File: src/rtl/stop_watch_lap.sv
// N-digit BCD stopwatch with prescaler, start/stop toggle, clear, lap/split
// capture with frozen display, and selectable wrap or saturate at full scale.
module stop_watch_lap #(
   parameter int TICK_DIV = 5_000_000,
   parameter int N_DIG    = 4,
   parameter int SEXA     = 1,
   parameter int WRAP     = 1
) (
   input  logic                 clk,
   input  logic                 reset,
   input  logic                 start,
   input  logic                 clr,
   input  logic                 lap,
   output logic [4*N_DIG-1:0]   disp_bcd,
   output logic                 running,
   output logic                 split,
   output logic                 ovf,
   output logic                 tick
);

   localparam int PW = $clog2(TICK_DIV);
   localparam int CW = 4 * N_DIG;
   localparam logic [PW-1:0] PRE_MAX = PW'(TICK_DIV - 1);

   typedef enum logic [1:0] {
      ST_IDLE,
      ST_RUN,
      ST_PAUSE,
      ST_SPLIT
   } state_t;

   state_t          state_q, state_d;
   logic [PW-1:0]   pre_q, pre_d;
   logic [CW-1:0]   cnt_q, cnt_d;
   logic [CW-1:0]   lap_q, lap_d;
   logic            ovf_q, ovf_d;
   logic            tick_q, tick_d;

   logic [CW-1:0]   cnt_inc;
   logic [N_DIG:0]  carry;
   logic            full;
   logic            sat;
   logic            adv;

   // Ripple carry across the digits; carry out of the top digit means every
   // digit sits at its maximum, i.e. the count is at full scale.
   assign carry[0] = 1'b1;

   genvar gi;
   generate
      for (gi = 0; gi < N_DIG; gi++) begin : g_digit
         localparam logic [3:0] DMAX = (SEXA != 0 && gi == 2) ? 4'd5 : 4'd9;
         logic at_max;
         assign at_max                = (cnt_q[4*gi +: 4] == DMAX);
         assign carry[gi+1]           = carry[gi] & at_max;
         assign cnt_inc[4*gi +: 4]    = !carry[gi] ? cnt_q[4*gi +: 4] :
                                        at_max     ? 4'd0 : cnt_q[4*gi +: 4] + 4'd1;
      end
   endgenerate

   assign full = carry[N_DIG];
   // In saturate mode ovf can only be set by hitting full scale, so it doubles
   // as the "stuck at full scale" flag until the next clear.
   assign sat  = (WRAP == 0) && ovf_q;

   always_comb begin
      state_d = state_q;
      pre_d   = pre_q;
      cnt_d   = cnt_q;
      lap_d   = lap_q;
      ovf_d   = ovf_q;
      tick_d  = 1'b0;
      adv     = 1'b0;

      if (clr) begin
         state_d = ST_IDLE;
         pre_d   = '0;
         cnt_d   = '0;
         lap_d   = '0;
         ovf_d   = 1'b0;
      end else begin
         unique case (state_q)
            ST_IDLE: begin
               if (start) begin
                  state_d = ST_RUN;
                  pre_d   = '0;
               end
            end
            ST_RUN: begin
               if (start) begin
                  state_d = ST_PAUSE;
               end else begin
                  adv = 1'b1;
                  if (lap) begin
                     state_d = ST_SPLIT;
                     lap_d   = cnt_q;
                  end
               end
            end
            ST_PAUSE: begin
               if (start) state_d = ST_RUN;
            end
            ST_SPLIT: begin
               if (start) begin
                  state_d = ST_PAUSE;
               end else begin
                  adv = 1'b1;
                  if (lap) state_d = ST_RUN;
               end
            end
            default: state_d = ST_IDLE;
         endcase

         // The stop edge itself does not advance the prescaler, so a resume
         // continues exactly where the pause left off.
         if (adv) begin
            if (pre_q == PRE_MAX) begin
               pre_d = '0;
               if (!sat) begin
                  if (full) begin
                     ovf_d = 1'b1;
                     if (WRAP != 0) begin
                        cnt_d  = cnt_inc;
                        tick_d = 1'b1;
                     end else begin
                        state_d = ST_PAUSE;
                     end
                  end else begin
                     cnt_d  = cnt_inc;
                     tick_d = 1'b1;
                  end
               end
            end else begin
               pre_d = pre_q + PW'(1);
            end
         end
      end
   end

   always_ff @(posedge clk or posedge reset) begin
      if (reset) begin
         state_q <= ST_IDLE;
         pre_q   <= '0;
         cnt_q   <= '0;
         lap_q   <= '0;
         ovf_q   <= 1'b0;
         tick_q  <= 1'b0;
      end else begin
         state_q <= state_d;
         pre_q   <= pre_d;
         cnt_q   <= cnt_d;
         lap_q   <= lap_d;
         ovf_q   <= ovf_d;
         tick_q  <= tick_d;
      end
   end

   assign disp_bcd = (state_q == ST_SPLIT) ? lap_q : cnt_q;
   assign running  = (state_q == ST_RUN) || (state_q == ST_SPLIT);
   assign split    = (state_q == ST_SPLIT);
   assign ovf      = ovf_q;
   assign tick     = tick_q;

endmodule
File: config.mk
export PLATFORM = sky130hd
export DESIGN_NAME = stop_watch_lap
export DESIGN_NICKNAME = d
export VERILOG_FILES = /design/src/rtl/stop_watch_lap.sv
export SDC_FILE = /design/constraint.sdc
export NUM_CORES = 1
export LEC_CHECK = 0
export BUFFER_PORTS_ARGS = -buffer_cell sky130_fd_sc_hd__buf_2
export CAP_MARGIN = 20
export CORE_UTILIZATION = 60
export CTS_CLUSTER_DIAMETER = 150
export DETAILED_ROUTE_END_ITERATION = 10
export MAX_ROUTING_LAYER = met4
export PLACE_DENSITY = 0.79
export RECOVER_POWER = 100
export SLEW_MARGIN = 20
export SYNTH_ARGS = -nofsm -noshare
export SYNTH_HDL_FRONTEND = slang
export SYNTH_SLANG_ARGS = --single-unit
File: constraint.sdc
create_clock -name clk -period 2.5 [get_ports clk]
set_clock_uncertainty 0.1 [all_clocks]
set_input_delay 0.25 -clock clk [delete_from_list [all_inputs] [get_ports clk]]
set_output_delay 0.25 -clock clk [all_outputs]
set_load 0.02 [all_outputs]
==> metrics.csv, run 1 <==
stage;metric;value;unit
status;outcome;complete, no violations;
grt;first_pass_grt_wire_length;12.9;mm
placement;port_buffers;24;
job;max_capacitance_violation_count;0;
yosys;netlist-cell-type-count;55;
worst_setup_path;startpoint_type;flip-flop;
grt;grt_antenna_before_repair;0;
yosys;flip_flop_and_latch_count_after_synthesis;59;
clock_tree;htree_levels;3;
yosys;edff_count_synth;0;
sta;max_freq;402;MHz
cells_and_area;nets;420;
yosys;yosys_warning_total;0;
cells_and_area;final_layout_size_suffix_gt1_share;16.8;%
yosys;synth.largest_area_cell;sky130_fd_sc_hd__dfrtp_1;
worst_setup_path;largest_fanout_on_the_critical_path;13;
drt;drt_iter0_markers;258;
yosys;syn_area_per_cell;9.03;µm²
drt;via_count;2960;
sta;tightestPinTransition;0.969;ns
clock_tree;cts_sinks;59;
clock_tree;cts-buffers-inserted;9;
cells_and_area;syn_to_final_growth;13.3;%
drt;drt-total-wl;7.85;mm
worst_setup_path;end_kind;flip-flop;
power_and_ir_drop;p_leak;1.64;nW
sta;worst_hold_slack;0.136;ns
yosys;ys_top_cells_by_count;68 x sky130_fd_sc_hd__nand2_1, 59 x sky130_fd_sc_hd__dfrtp_1, 43 x sky130_fd_sc_hd__a21oi_1;
clock_tree;clock_tree_from_tritoncts;done;
clock_tree;clk_path_buf_depth;2;
power_and_ir_drop;power_per_cell_area;516;nW/µm²
yosys;synthArstFlopShare;100;%
sta;final.period_utilization;99.4;%
worst_setup_path;worst-endpoint-required;2.65;ns
power_and_ir_drop;finalPower;1.98;mW
hold_path;worst_hold_path_type;in -> reg;
sta;post-route-min-period;2.49;ns
grt;grt_usage;28.6;%
sta;timing.max_slew.rel_slack;35.4;%
floorplan;dieArea;5950;µm²
grt;overflow;0;
clock_tree;clk_pin_slew;0.07;ns
placement;hpwl;5.17;mm
worst_setup_path;timing.critical_path.arrival;2.63;ns
yosys;synth_top_cells_by_area;sky130_fd_sc_hd__dfrtp_1 44%, sky130_fd_sc_hd__nand2_1 7.5%, sky130_fd_sc_hd__a21oi_1 6.4%;
floorplan;die_width;77.1;µm
floorplan;start_util;64.2;%
clock_tree;ctsRootBufferMaster;sky130_fd_sc_hd__clkbuf_8;
floorplan;core_region_area;5270;µm²
yosys;synthCells;375;
floorplan;floorplan.rows;26;
cells_and_area;fillerInstances;430;
placement;finalWeightedCongestion;0.944;
clock_tree;worst_skew_pair.late_latency;0.34;ns
drt;detail_route.drc_violations;0;
yosys;yosysSeqAreaShare;43.6;%
yosys;synth_most_common_cell;sky130_fd_sc_hd__nand2_1;
sta;finalMaxSlewViolations;0;
drt;ant_nets;0;
drt;first_pass_iters;5;
drt;drt-wirelength-per-cell;16.3;µm
yosys;synth_fp_nets;389;
worst_setup_path;timing_worst_setup_path_type;reg -> reg;
power_and_ir_drop;irDropWorstVdd;0.000440;V
grt;grt_start_max_net_pins;36;
yosys;yosys_most_used_dff;sky130_fd_sc_hd__dfrtp_1;
grt;first_global_vias;2767;
cells_and_area;antenna_cells;0;
yosys;syn_area;3380;µm²
yosys;synth_top_area_share;43.6;%
sta;report.final.hold_viol_count;0;
sta;finalSetupViolCount;0;
floorplan;die_h;77.1;µm
drt;viasPerCell;6.15;
floorplan;io_pins;25;
-- registers in the layout (all words and copies together), names as in the netlist --
register,flops
state_q,2
tick,1
pre_q,23
ovf,1
cnt_q,16
lap_q,16
-- area by class of cell --
class	instances	area [µm²]	share of cell area, %
clock buffers	13	169	4.41
clock inverters	3	45.0	1.17
inverters	12	45.0	1.17
multi-input cells	283	1790	46.6
flip-flops and latches	59	1480	38.5
well taps	70	87.6	2.28
repair buffers	41	223	5.81
-- stage by stage --
step	TNS [ns]	setup slack, ns	cell area [µm²]	cells	utilization (%)
floorplan	0	0.194	3380	375	-
global placement	0	0.0552	3600	461	68.3
detailed placement	0	0.0296	3600	461	68.3
CTS	0	0.00470	3820	478	72.5
global route	-0.0712	-0.0668	3830	481	72.7
finish	0	0.0142	3830	481	72.7
-- timing repair --
item | CTS | global route
endpoints found under the hold margin | 24 | 0
endpoints found under the setup margin | 0 | 10
hold buffers | 1 | 0
buffers inserted | 0 | 3
gates resized for setup | 0 | 6
-- logic make-up (layout without fill, tap and decap cells) --
kind of cell / after synthesis / count (layout) / share of synthesized area (%)
AO/OA/AOI/OAI: 91 / 91 / 15.3
XOR/XNOR: 1 / 1 / 0.259
adder cells (fa/ha/maj): 9 / 9 / 3.33
buffers and inverters: 33 / 69 / 4.55
flip-flops: 59 / 59 / 43.6
multiplexers: 18 / 18 / 5.77
AND/OR/NAND/NOR: 164 / 164 / 27.2
-- power breakdown --
| part | leakage, nW | switching (mW) | total [mW] | internal (mW) |
|---|---|---|---|---|
| logic | 0.717 | 0.0714 | 0.0938 | 0.0225 |
| clock network | 0.102 | 0.382 | 0.924 | 0.543 |
| registers | 0.823 | 0.00468 | 0.962 | 0.957 |
| total | 1.64 | 0.458 | 1.98 | 1.52 |
-- worst paths after layout --
path | startpoint | endpoint | slack [ns] | depth (start not counted)
worst min register to register | pre_q[22] | pre_q[22] | 0.41 | 1
worst max register to register | pre_q[7] | cnt_q[6] | 0.01 | 5
worst min-delay path | clr | lap_q[13] | 0.14 | 2
max in group asynchronous | reset | tick | 0.34 | 4
worst max-delay path | pre_q[7] | cnt_q[6] | 0.01 | 5
min in group asynchronous | reset | pre_q[20] | 0.58 | 3
-- worst max-delay path: stages (launching register included) --
cell and delay (ns):
sky130_fd_sc_hd__dfrtp_1 0.43, sky130_fd_sc_hd__or4b_4 0.60, sky130_fd_sc_hd__nor4_4 0.38, sky130_fd_sc_hd__nand3_4 0.18, sky130_fd_sc_hd__or4_1 0.51, sky130_fd_sc_hd__a21oi_1 0.20
-- routing by layer --
| layer | track usage (%) | wire length, µm |
|---|---|---|
| met2 | 47.3 | 3820 |
| met1 | 34.2 | 3600 |
| met4 | 9.81 | 97 |
| met3 | 6.67 | 342 |
| met5 | - | 0 |
-- placed cells by master, fill, tap and decap left out, types with 11 or more instances in the layout --
master                      n
sky130_fd_sc_hd__nand2_1   68
sky130_fd_sc_hd__a31oi_1   11
sky130_fd_sc_hd__nand3_1   16
sky130_fd_sc_hd__o21ai_0   22
sky130_fd_sc_hd__clkbuf_8  12
sky130_fd_sc_hd__clkbuf_1  17
sky130_fd_sc_hd__inv_1     11
sky130_fd_sc_hd__a21oi_1   43
sky130_fd_sc_hd__dfrtp_1   59
sky130_fd_sc_hd__buf_4     13
sky130_fd_sc_hd__mux2_2    12
sky130_fd_sc_hd__nor2_1    16
Note: power is estimated with default switching activity, not from simulation.
==> run 2: changes to the inputs <==
CORE_UTILIZATION = 62   (was 60)
CTS_BUF_LIST = sky130_fd_sc_hd__clkbuf_8   (was default)
PLACE_DENSITY = 0.82   (was 0.79)
==> metrics.csv, run 2 (synthesis gave the netlist of run 1 again) <==
stage;metric;value;unit
status;outcome;complete, no violations;
sta;final.period_utilization;96.8;%
worst_setup_path;largest_fanout_on_the_critical_path;5;
worst_setup_path;worst_r2r_startpoint;pre_q[21];
sta;post-route-min-period;2.42;ns
cells_and_area;final_layout_size_suffix_gt1_share;14.8;%
cells_and_area;antenna_cells;0;
drt;ant_nets;0;
power_and_ir_drop;irDropWorstVdd;0.000426;V
cells_and_area;largest-register;pre_q;
drt;drt-wirelength-per-cell;16.8;µm
drt;drt-total-wl;8.08;mm
grt;grt_usage;31.2;%
hold_path;worst_hold_path_type;in -> reg;
sta;rsz_0062_raised_after_global_routing;false;
placement;placed_cell_area;3610;µm²
cells_and_area;postLayoutCellArea;3820;µm²
placement;port_buffers;24;
drt;drt_iter0_markers;260;
sta;finalSetupViolCount;0;
worst_setup_path;worst-endpoint-required;2.63;ns
cells_and_area;layout_commonest_cell;sky130_fd_sc_hd__nand2_1;
floorplan;io_pins;25;
placement;finalWeightedCongestion;0.891;
cells_and_area;final-seq-area;1480;µm²
clock_tree;clk_path_buf_depth;2;
hold_path;worst_hold_startpoint;start;
cells_and_area;nets;421;
cells_and_area;multi_input_comb_area;1780;µm²
worst_setup_path;timing_worst_setup_path_type;reg -> reg;
worst_setup_path;timing.reg2reg.setup_slack;0.08;ns
hold_path;worstHoldPathCells;3;
cells_and_area;final_cell_mix;68 x sky130_fd_sc_hd__nand2_1, 59 x sky130_fd_sc_hd__dfrtp_1, 43 x sky130_fd_sc_hd__a21oi_1;
drt;detail_route.drc_violations;0;
clock_tree;postCtsSetupRepairBufs;0;
worst_setup_path;worstRegToRegCells;5;
floorplan;dieArea;5760;µm²
power_and_ir_drop;p_leak;1.63;nW
job;max_capacitance_violation_count;0;
sta;report.final.hold_viol_count;0;
power_and_ir_drop;finalPower;2.04;mW
grt;first_global_vias;2711;
floorplan;die_h;75.9;µm
sta;timing.max_slew.rel_slack;34.9;%
floorplan;die_width;75.9;µm
worst_setup_path;end_kind;flip-flop;
sta;final_critical_path_setup_slack;0.0812;ns
drt;via_count;2997;
worst_setup_path;startpoint_type;flip-flop;
placement;pre_cts_ws;0.0122;ns
drt;viasPerCell;6.23;
worst_setup_path;rr_endpoint;cnt_q[15];
cells_and_area;fillerInstances;392;
hold_path;timing.hold.worst_endpoint;state_q[0];
sta;tightestPinTransition;0.977;ns
cells_and_area;syn_to_final_growth;12.9;%
floorplan;floorplan.rows;26;
cells_and_area;final_util;73.9;%
grt;grt_start_max_net_pins;31;
grt;grt_antenna_before_repair;0;
floorplan;core_region_area;5170;µm²
clock_tree;cts_sinks;59;
clock_tree;worst_skew_pair.late_latency;0.34;ns
sta;setup_total_negative_slack;0;ns
worst_setup_path;timing.critical_path.arrival;2.55;ns
sta;max_freq;413;MHz
power_and_ir_drop;power_per_cell_area;533;nW/µm²
clock_tree;htree_levels;3;
sta;finalMaxSlewViolations;0;
grt;first_pass_grt_wire_length;12.9;mm
clock_tree;cts-buffers-inserted;9;
cells_and_area;largest_reg_flops;23;
clock_tree;ctsRootBufferMaster;sky130_fd_sc_hd__clkbuf_8;
clock_tree;clk_pin_slew;0.07;ns
floorplan;start_util;65.4;%
grt;overflow;0;
worst_setup_path;cp_launch_point;pre_q[21];
clock_tree;clock_tree_from_tritoncts;done;
drt;first_pass_iters;6;
placement;hpwl;5.27;mm
cells_and_area;largestRegisters;pre_q: 23 flops, cnt_q: 16 flops, lap_q: 16 flops;
## run 2: cell types whose count changed in the layout (fill, tap and decap cells not counted), sizes merged
cell,delta
clkbuf,+3
clkinvlp,-1
bufinv,+1
buf,-5
clkinv,+2
## run 2: through the flow
stage | cells | hold slack (ns)
final | 481 | 0.117
after global placement | 465 | 0.141
after global routing | 481 | 0.141
after floorplan | 375 | 0.295
after CTS | 481 | 0.116
after detailed placement | 465 | 0.147
## run 2: per-layer routing
| layer | up-vias | routed length, µm | track usage (%) |
|---|---|---|---|
| met5 | - | 0 | - |
| met4 | 0 | 160 | 12.1 |
| met3 | 22 | 503 | 5.95 |
| met2 | 109 | 3780 | 47.4 |
| met1 | 1448 | 3640 | 41.3 |
| li1 | 1418 | - | - |
## run 2: how the worst max path moves through the flow
stage                            to  slack [ns]  cells after the start
final                     cnt_q[15]        0.08                      5
after detailed placement   pre_q[6]        0.01                      7
after global placement     cnt_q[6]         0.1                      5
after CTS                  cnt_q[6]       0.006                      5
after floorplan           pre_q[21]        0.19                      7
after global routing      cnt_q[11]        0.01                      5
## run 2: power by group
group	internal (mW)	leakage, nW	switching, mW
Sequential	0.957	0.823	0.00374
Clock	0.579	0.108	0.399
Combinational	0.0234	0.697	0.0738
Total	1.56	1.63	0.477
## run 2: cell type report
type,instances,area share [%]
clock buffers,10,3.60
well taps,70,2.29
flip-flops and latches,59,38.6
inverters,12,1.18
multi-input cells,283,46.6
repair buffers,42,5.70
clock inverters,5,2.03
## run 2: critical path, cell delays in order (launching register included)
cell	delay [ns]
sky130_fd_sc_hd__dfrtp_1	0.42
sky130_fd_sc_hd__or4bb_1	0.59
sky130_fd_sc_hd__nor4_4	0.34
sky130_fd_sc_hd__and4_1	0.36
sky130_fd_sc_hd__nand2_1	0.13
sky130_fd_sc_hd__o41ai_2	0.36
## run 2: what timing repair did
action	in CTS	in global routing
setup endpoints to repair	1	8
hold buffers	1	0
hold endpoints to repair	16	0
resized for setup	1	4
pin swaps	0	1
